===== config.mk =====
export PLATFORM = sky130hd
export DESIGN_NAME = mem_stage_ctrl
export DESIGN_NICKNAME = d
export VERILOG_FILES = /design/src/rtl/mem_stage_ctrl_pkg.sv /design/src/rtl/mem_wait_timer.sv /design/src/rtl/mem_stage_ctrl.sv
export SDC_FILE = /design/constraint.sdc
export NUM_CORES = 1
export LEC_CHECK = 0
export ABC_CLOCK_PERIOD_IN_PS = 2950
export CORE_MARGIN = 2
export CORE_UTILIZATION = 35
export DETAILED_ROUTE_END_ITERATION = 12
export HOLD_SLACK_MARGIN = 0.03
export PLACE_DENSITY = 0.84
export SLEW_MARGIN = 5
export SYNTH_ARGS = -nofsm -noshare
export SYNTH_HDL_FRONTEND = slang
export SYNTH_SLANG_ARGS = --single-unit

===== constraint.sdc =====
create_clock -name clk -period 2.95 [get_ports clk]
set_input_delay 0.295 -clock clk [delete_from_list [all_inputs] [get_ports clk]]
set_output_delay 0.295 -clock clk [all_outputs]
set_load 0.005 [all_outputs]

===== src/rtl/mem_stage_ctrl_pkg.sv =====
// Shared types and constants for the MIPS memory stage: FSM states,
// the M/WB register layout and the word-alignment rule.
package mem_stage_ctrl_pkg;

    typedef enum logic [1:0] {
        ST_IDLE,
        ST_BUSY,
        ST_ABORT
    } mem_state_e;

    typedef struct packed {
        logic [31:0] read_data;
        logic [31:0] result;
        logic [4:0]  rd;
        logic        memtoreg;
        logic        regwrite;
    } m_wb_t;

    localparam m_wb_t      M_WB_BUBBLE = '0;
    localparam logic [1:0] ALIGN_MASK  = 2'b11;

    function automatic logic is_misaligned(input logic access, input logic [1:0] addr_lsb);
        return access && ((addr_lsb & ALIGN_MASK) != 2'b00);
    endfunction

endpackage


===== src/rtl/mem_wait_timer.sv =====
// Counts request cycles of an outstanding memory access; expired_o flags the
// cycle in which the count reaches TIMEOUT so the FSM can abort instead.
module mem_wait_timer #(
    parameter int TIMEOUT = 16
) (
    input  logic clk,
    input  logic rst,
    input  logic start_i,
    input  logic clear_i,
    output logic expired_o
);

    localparam int                CNT_W = $clog2(TIMEOUT + 1);
    localparam logic [CNT_W-1:0]  LIMIT = CNT_W'(TIMEOUT);

    logic [CNT_W-1:0] wait_cnt_q;
    logic [CNT_W-1:0] wait_cnt_d;

    // A non-zero count keeps advancing on its own and saturates at LIMIT.
    always_comb begin
        wait_cnt_d = wait_cnt_q;
        if (clear_i) begin
            wait_cnt_d = '0;
        end else if (start_i) begin
            wait_cnt_d = CNT_W'(1);
        end else if (wait_cnt_q != '0 && wait_cnt_q != LIMIT) begin
            wait_cnt_d = wait_cnt_q + CNT_W'(1);
        end
    end

    assign expired_o = !clear_i && (wait_cnt_d == LIMIT);

    always_ff @(posedge clk) begin
        if (rst) begin
            wait_cnt_q <= '0;
        end else begin
            wait_cnt_q <= wait_cnt_d;
        end
    end

endmodule


===== src/rtl/mem_stage_ctrl.sv =====
// MIPS memory-stage controller: issues loads/stores over req/ack, stalls the
// front of the pipeline while waiting, aborts on timeout and drives M/WB.
module mem_stage_ctrl
    import mem_stage_ctrl_pkg::*;
#(
    parameter int TIMEOUT = 16
) (
    input  logic        clk,
    input  logic        rst,
    input  logic [31:0] EX_M_result,
    input  logic [31:0] EX_M_write_data,
    input  logic [4:0]  EX_M_rd,
    input  logic        EX_M_memread,
    input  logic        EX_M_memwrite,
    input  logic        EX_M_memtoreg,
    input  logic        EX_M_regwrite,
    output logic        mem_req,
    output logic        mem_we,
    output logic [31:0] mem_addr,
    output logic [31:0] mem_wdata,
    input  logic        mem_ack,
    input  logic [31:0] mem_rdata,
    output logic        stall,
    output logic [31:0] M_WB_read_data,
    output logic [31:0] M_WB_result,
    output logic [4:0]  M_WB_rd,
    output logic        M_WB_memtoreg,
    output logic        M_WB_regwrite,
    output logic        align_err,
    output logic        timeout_err
);

    mem_state_e state_q, state_d;
    m_wb_t      mwb_q, mwb_d;
    logic       align_err_q, align_err_d;
    logic       timeout_err_q, timeout_err_d;

    logic access;
    logic misaligned;
    logic abort;
    logic timer_start;
    logic timer_clear;
    logic timer_expired;

    assign access     = EX_M_memread | EX_M_memwrite;
    assign misaligned = is_misaligned(access, EX_M_result[1:0]);

    assign mem_req   = !rst && ((state_q == ST_IDLE && access && !misaligned) || state_q == ST_BUSY);
    assign mem_we    = mem_req && EX_M_memwrite;
    assign mem_addr  = EX_M_result;
    assign mem_wdata = EX_M_write_data;
    assign stall     = mem_req && !mem_ack;

    assign timer_start = (state_q == ST_IDLE) && mem_req && !mem_ack;
    assign timer_clear = (state_q == ST_BUSY && mem_ack) || state_q == ST_ABORT;

    mem_wait_timer #(
        .TIMEOUT (TIMEOUT)
    ) u_wait_timer (
        .clk       (clk),
        .rst       (rst),
        .start_i   (timer_start),
        .clear_i   (timer_clear),
        .expired_o (timer_expired)
    );

    always_comb begin
        state_d = state_q;
        abort   = 1'b0;
        case (state_q)
            ST_IDLE: begin
                if (mem_req && !mem_ack) begin
                    state_d = timer_expired ? ST_ABORT : ST_BUSY;
                end
            end
            ST_BUSY: begin
                if (mem_ack) begin
                    state_d = ST_IDLE;
                end else if (timer_expired) begin
                    state_d = ST_ABORT;
                end
            end
            ST_ABORT: begin
                abort   = 1'b1;
                state_d = ST_IDLE;
            end
            default: state_d = ST_IDLE;
        endcase
    end

    // Anything other than a stall, abort or misaligned access forwards EX/M;
    // read data is only taken from memory when a load completes this cycle.
    always_comb begin
        mwb_d = M_WB_BUBBLE;
        if (!stall && !abort && !misaligned) begin
            mwb_d.result   = EX_M_result;
            mwb_d.rd       = EX_M_rd;
            mwb_d.memtoreg = EX_M_memtoreg;
            mwb_d.regwrite = EX_M_regwrite;
            if (mem_req && mem_ack && !EX_M_memwrite) begin
                mwb_d.read_data = mem_rdata;
            end
        end
        align_err_d   = align_err_q | (state_q == ST_IDLE && misaligned);
        timeout_err_d = timeout_err_q | abort;
    end

    always_ff @(posedge clk) begin
        if (rst) begin
            state_q       <= ST_IDLE;
            mwb_q         <= M_WB_BUBBLE;
            align_err_q   <= 1'b0;
            timeout_err_q <= 1'b0;
        end else begin
            state_q       <= state_d;
            mwb_q         <= mwb_d;
            align_err_q   <= align_err_d;
            timeout_err_q <= timeout_err_d;
        end
    end

    assign M_WB_read_data = mwb_q.read_data;
    assign M_WB_result    = mwb_q.result;
    assign M_WB_rd        = mwb_q.rd;
    assign M_WB_memtoreg  = mwb_q.memtoreg;
    assign M_WB_regwrite  = mwb_q.regwrite;
    assign align_err      = align_err_q;
    assign timeout_err    = timeout_err_q;

endmodule


* After elaboration in Yosys (flattened, before gate mapping) *
Index checks and enable logic that the tools add are counted.

cells by class
  equal/unequal tests = 6
  bitwise logic cells = 5
  mux-type cells = 9
  reductions and logical operators = 31
  $add $sub $neg = 1

operators with widths
  cell                                                             count
  1-bit logical AND                                                16
  5-bit two-way mux                                                3
  2-bit two-way mux                                                4
  1-bit zero test                                                  7
  5-bit by 1-bit adder with 5-bit output, second input constant    1
  5-bit == test, second input constant                             1
  5-bit inequality test, second input constant                     1
  5-bit nonzero test                                               1
  2-bit case mux with 2 select lines                               1
  3-bit inequality test, second input constant                     1
  1-bit OR                                                         3
  3-bit OR reduction                                               1
  2-bit by 1-bit == test with 1-bit output, second input constant  1
  2-bit == test, second input constant                             1
  2-bit zero test                                                  1
  1-bit logical OR                                                 2
  2-bit inequality test, second input constant                     1
  1-bit NOT                                                        2
  2-bit AND reduction                                              1
  2-bit nonzero test                                               1
  2-bit OR reduction                                               1
  1-bit two-way mux                                                1

storage, ports and cells
  bits of input ports = 108
  logic and storage cells = 61
  register bits after elaboration = 80
  output and inout bits = 140

* Depth between registers and ports, before layout *
  word-level depth = 15
  mapped depth = 7
  mapped depth without buffers = 6

* Hierarchy *
From an unflattened synthesis, not the netlist that was laid out.

unflattened totals
  cells, all modules = 278
  area, all modules = 2955.3 sq um

by module, submodules not included
  module          instances  area each (sq um)  cells each
  mem_stage_ctrl  1          2660.1             245
  mem_wait_timer  1          295.3              33

* Worst setup path before layout *
OpenSTA, ideal clock, no wires.

  path kind = reg2reg
  start = register u_wait_timer.wait_cnt_q[0]
  end = register state_q[1]
  arrival time = 1.514 ns
  data required time = 2.890 ns
  setup slack = 1.376 ns
  buffers on the path = 0
  setup time = 0.060 ns
  stages on the path, launching flop included = 7
  clock period less this slack = 1.574 ns
  cells stage by stage = dfxtp_1 inv_1 ha_1 nor3b_2 xnor2_1 a2111oi_0 and2_1

on the way
  word-level cells in the longest chain between the ends = 10
  elaborated cells between the ends (all ways) = 14
  classes of those cells = add/sub: 1; eq/ne: 3; mux: 6; reduce/logical: 4

RTL lines
  what                                                                                            RTL line               text
  start: declaration                                                                              mem_wait_timer.sv:16   logic [CNT_W-1:0] wait_cnt_q;
  start signal: assignment                                                                        mem_wait_timer.sv:37   wait_cnt_q <= wait_cnt_d;
  parallel branches: the longest is 2 deep, another holds 5-bit by 1-bit adder with 5-bit output  n/a
  5-bit two-way mux *                                                                             mem_wait_timer.sv:26   end else if (wait_cnt_q != '0 && wait_cnt_q != LIMIT) begin
  5-bit two-way mux *                                                                             mem_wait_timer.sv:24   end else if (start_i) begin
  5-bit two-way mux *                                                                             mem_wait_timer.sv:22   if (clear_i) begin
  5-bit == test *                                                                                 mem_wait_timer.sv:31   assign expired_o = !clear_i && (wait_cnt_d == LIMIT);
  1-bit logical AND *                                                                             mem_wait_timer.sv:31
  2-bit two-way mux                                                                               mem_stage_ctrl.sv:73   state_d = timer_expired ? ST_ABORT : ST_BUSY;
  2-bit two-way mux                                                                               mem_stage_ctrl.sv:72   if (mem_req && !mem_ack) begin
  2-bit case mux with 2 select lines                                                              mem_stage_ctrl.sv:70   case (state_q)
  end signal: assignment                                                                          mem_stage_ctrl.sv:115  state_q <= state_d;
  end: declaration                                                                                mem_stage_ctrl.sv:33   mem_state_e state_q, state_d;

Mark *: on every way between the ends. The select of a mux whose other input is x is not followed.
A chain may end at the register's enable or synchronous reset.

* Worst setup path after layout *
  start = input port EX_M_result[0]
  end = output port stall

on the way
  word-level cells in the longest chain between the ends = 7

RTL lines
  what                RTL line                  text
  start: declaration  mem_stage_ctrl.sv:10      input logic [31:0] EX_M_result,
  2-bit nonzero test  mem_stage_ctrl_pkg.sv:23  return access && ((addr_lsb & ALIGN_MASK) != 2'b00);
  1-bit logical AND   mem_stage_ctrl_pkg.sv:23
  1-bit zero test     mem_stage_ctrl.sv:48      assign mem_req = !rst && ((state_q == ST_IDLE && access && !misaligned) || state_q == ST_BUSY);
  1-bit logical AND   mem_stage_ctrl.sv:48
  1-bit logical OR    mem_stage_ctrl.sv:48
  1-bit logical AND   mem_stage_ctrl.sv:48
  1-bit logical AND   mem_stage_ctrl.sv:52      assign stall = mem_req && !mem_ack;
  end: declaration    mem_stage_ctrl.sv:23      output logic stall,

No other way between the ends.

==> flow_summary.toml <==
[placed_design]
port_buffers = 183
hpwl_um = 6340
place_area_um2 = 4430
gp_congestion = 0.768

[floorplanning]
start_util_pct = 36.2
dieArea_um2 = 9280
die_w_um = 96.4
die_h_um = 96.4
design.core.area_um2 = 8260
ios = 248
std_cell_rows = 33

[sta]
rsz0062_at_grt = "false"
fin_setup_tns_ps = 0
finalHoldViolCount = 0
finalSetupViolCount = 0
slew_viol_final = 0
max-slew-margin-rel_pct = 60.9
period_needed_ps = 2480
tightest_slew_ps = 572
holdWs_ps = 490
fin_crit_sh_pct = 84.1
final.setup_skew_ps = 11.0
fmax_mhz = 403

[clock_tree]
clk_latency_ps = 340
cts_tree = "done"
post_cts_buffers = 0
clock_sinks = 80
cts_max_level = 3
post_cts_resized = 0
ctsHoldBuffers = 0
numCtsBuffers = 9
clkTransAtPathRegs_ps = 80
cts-root-buf = "clkbuf_8"
clock_path_buffers = 2

[layout]
drive_gt1_share_pct = 10.4
final_area_um2 = 4630
area_growth_pct = 55.1
antenna_cells = 0
fillCellCount = 696
finalNetCount = 510

[detailed_routing]
wl_per_cell_um = 15.4
initialDrtViolationCount = 19
totalWireLength_um = 7860
drtPass1Iterations = 4
via_count = 2158
met1_length_um = 2740
route.met2.wl_um = 3970
route.detailed.drc = 0
met3_wirelength_um = 1070
antenna_left = 0
routed_via_density = 4.23
routed.top_layer = "met4"

[power_and_ir_drop]
peakVddDrop_uv = 298
seqPwrFrac_pct = 49.3
clock_power_share_pct = 35.6
p_sw_w = 0.000562
intPower_w = 0.00175
powerDensity_nw_per_um2 = 500
p_leak_nw = 1.81
power_frac_comb_pct = 15.0
swShare_pct = 24.3

[grt]
track_usage_pct = 16.0
grt_pass1_wl_um = 11100
grt-ovfl-total = 0
antenna_found_initial = 0
grt_max_degree = 40
first_global_vias = 2199

[critical_path]
cp.required_ps = 2650
r2r_cells = 6
worst_setup_path_end_kind = "output pin"
crit_end = "stall"
crit_type = "input pin to output pin"
path_max_fanout = 6
critPathArrivalTime_ps = 2180
critical_path.startpoint = "EX_M_result[0]"
cp-start-kind = "input pin"
r2r-end = "state_q[1]"
r2r_start = "u_wait_timer.wait_cnt_q[0]"
r2r_setup_slack_ps = 1100

[logic_synthesis]
synth_seq_cells = 80
synthMostInstantiatedCell = "dfxtp_1"
ys.warnings.count = 0
ys_types = 35
synth_top_cell_by_area = "dfxtp_1"
syn-num-nets = 387
synth_top_area_share_pct = 53.6
synth_edf_count = 0
synth_area_leaders = "dfxtp_1 (54%), buf_4 (16%), and2_1 (12%)"
synth.yosys.seq_area_share_pct = 53.6
synth_common_cells = "dfxtp_1 (80), buf_4 (65), and2_1 (55), and2_4 (10), nor2_1 (10)"
synth_ff_type = "dfxtp_1"
syn_inst = 277
netlist_area_um2 = 2990
syn_area_per_cell_um2 = 10.8
synthArstFlopShare_pct = 0

[worst_hold_path]
min_from = "timeout_err"
hold_path.class = "register to register"

[run]
drv_cap = 0

[run_status]
outcome = "finished, final reports clean"
-- flip-flops by register name, indices dropped and copies added (netlist names) --
signal                   count
align_err                    1
M_WB_regwrite                1
state_q                      2
M_WB_memtoreg                1
timeout_err                  1
M_WB_result                 32
u_wait_timer.wait_cnt_q      5
M_WB_rd                      5
M_WB_read_data              32
-- stage by stage --
stage	util, %	total power, W	instances	worst slack (ps)
after floorplan	-	0.00135	277	1380
after global placement	53.6	0.00151	494	557
after detailed placement	53.6	0.00152	494	509
after CTS	56.1	0.00235	510	492
final	56.1	0.00232	510	470
after global routing	56.1	0.00243	510	357
-- power groups by stage --
stage          Clock [W]  Sequential [W]  Combinational [W]
4_1_cts         0.000857         0.00114           0.000353
2_1_floorplan          0         0.00117           0.000184
5_1_grt         0.000905         0.00115           0.000382
6_report        0.000825         0.00114           0.000348
3_3_place_gp           0         0.00117           0.000344
3_5_place_dp           0         0.00117           0.000351
-- cell families after synthesis --
| group | share of synthesized area [%] |
|---|---|
| AOI/OAI and AO/OA | 3.40 |
| xor gates and xnor gates | 0.880 |
| adders and majority gates | 0.838 |
| buffers and inverters | 18.7 |
| DFF | 53.6 |
| muxes | 0.377 |
| and+or+nand+nor | 22.1 |
-- cell type report --
class	instances	area, um^2	area share [%]
Clock buffer	9	124	2.68
Timing Repair Buffer	185	1850	39.9
Tap cell	105	131	2.84
Clock inverter	7	78.8	1.70
Sequential cell	80	1600	34.6
Inverter	6	22.5	0.486
Multi-Input combinational cell	118	825	17.8
-- cell usage in the layout (no fill, tap or decap), drive strengths merged --
master,synthesis,final
buf,67,2
xnor2,1,1
and3b,1,1
mux2,1,1
a21oi,2,2
nor4,4,4
o211ai,1,1
nand3b,1,1
o311a,1,1
clkinv,0,1
o22ai,1,1
clkdlybuf4s50,0,183
clkinvlp,0,2
a211o,1,1
o21ai,1,1
o41ai,1,1
and3,1,1
o31a,1,1
dfxtp,80,80
xor2,2,2
a2111oi,1,1
and2,73,73
nor3b,1,1
nand2b,2,2
nor2,11,11
nand3,3,3
bufinv,0,1
inv,6,9
nor2b,2,2
ha,2,2
nor3,2,2
clkbuf,6,9
a211oi,1,1
-- worst min-delay path by stage --
stage / slack [ps] / cells past startpoint / endpoint
4_1_cts: 490 / 2 / M_WB_read_data[30]
2_1_floorplan: 420 / 1 / M_WB_memtoreg
3_5_place_dp: 480 / 2 / align_err
5_1_grt: 490 / 2 / M_WB_read_data[19]
6_report: 490 / 2 / timeout_err
3_3_place_gp: 470 / 2 / align_err
-- critical path, cell delays in order --
cell             delay, ps
clkdlybuf4s50_1        530
o31a_4                 410
nor4_1                 350
clkdlybuf4s50_1        590
-- per-layer routing --
| metal | global-route usage, % | vias up |
|---|---|---|
| met2 | 29.1 | 151 |
| met3 | 7.44 | 7 |
| met4 | 5.16 | 0 |
| met5 | 0 | - |
| met1 | 16.1 | 946 |
| li1 | - | 1054 |
(Power assumes the default switching activity.)
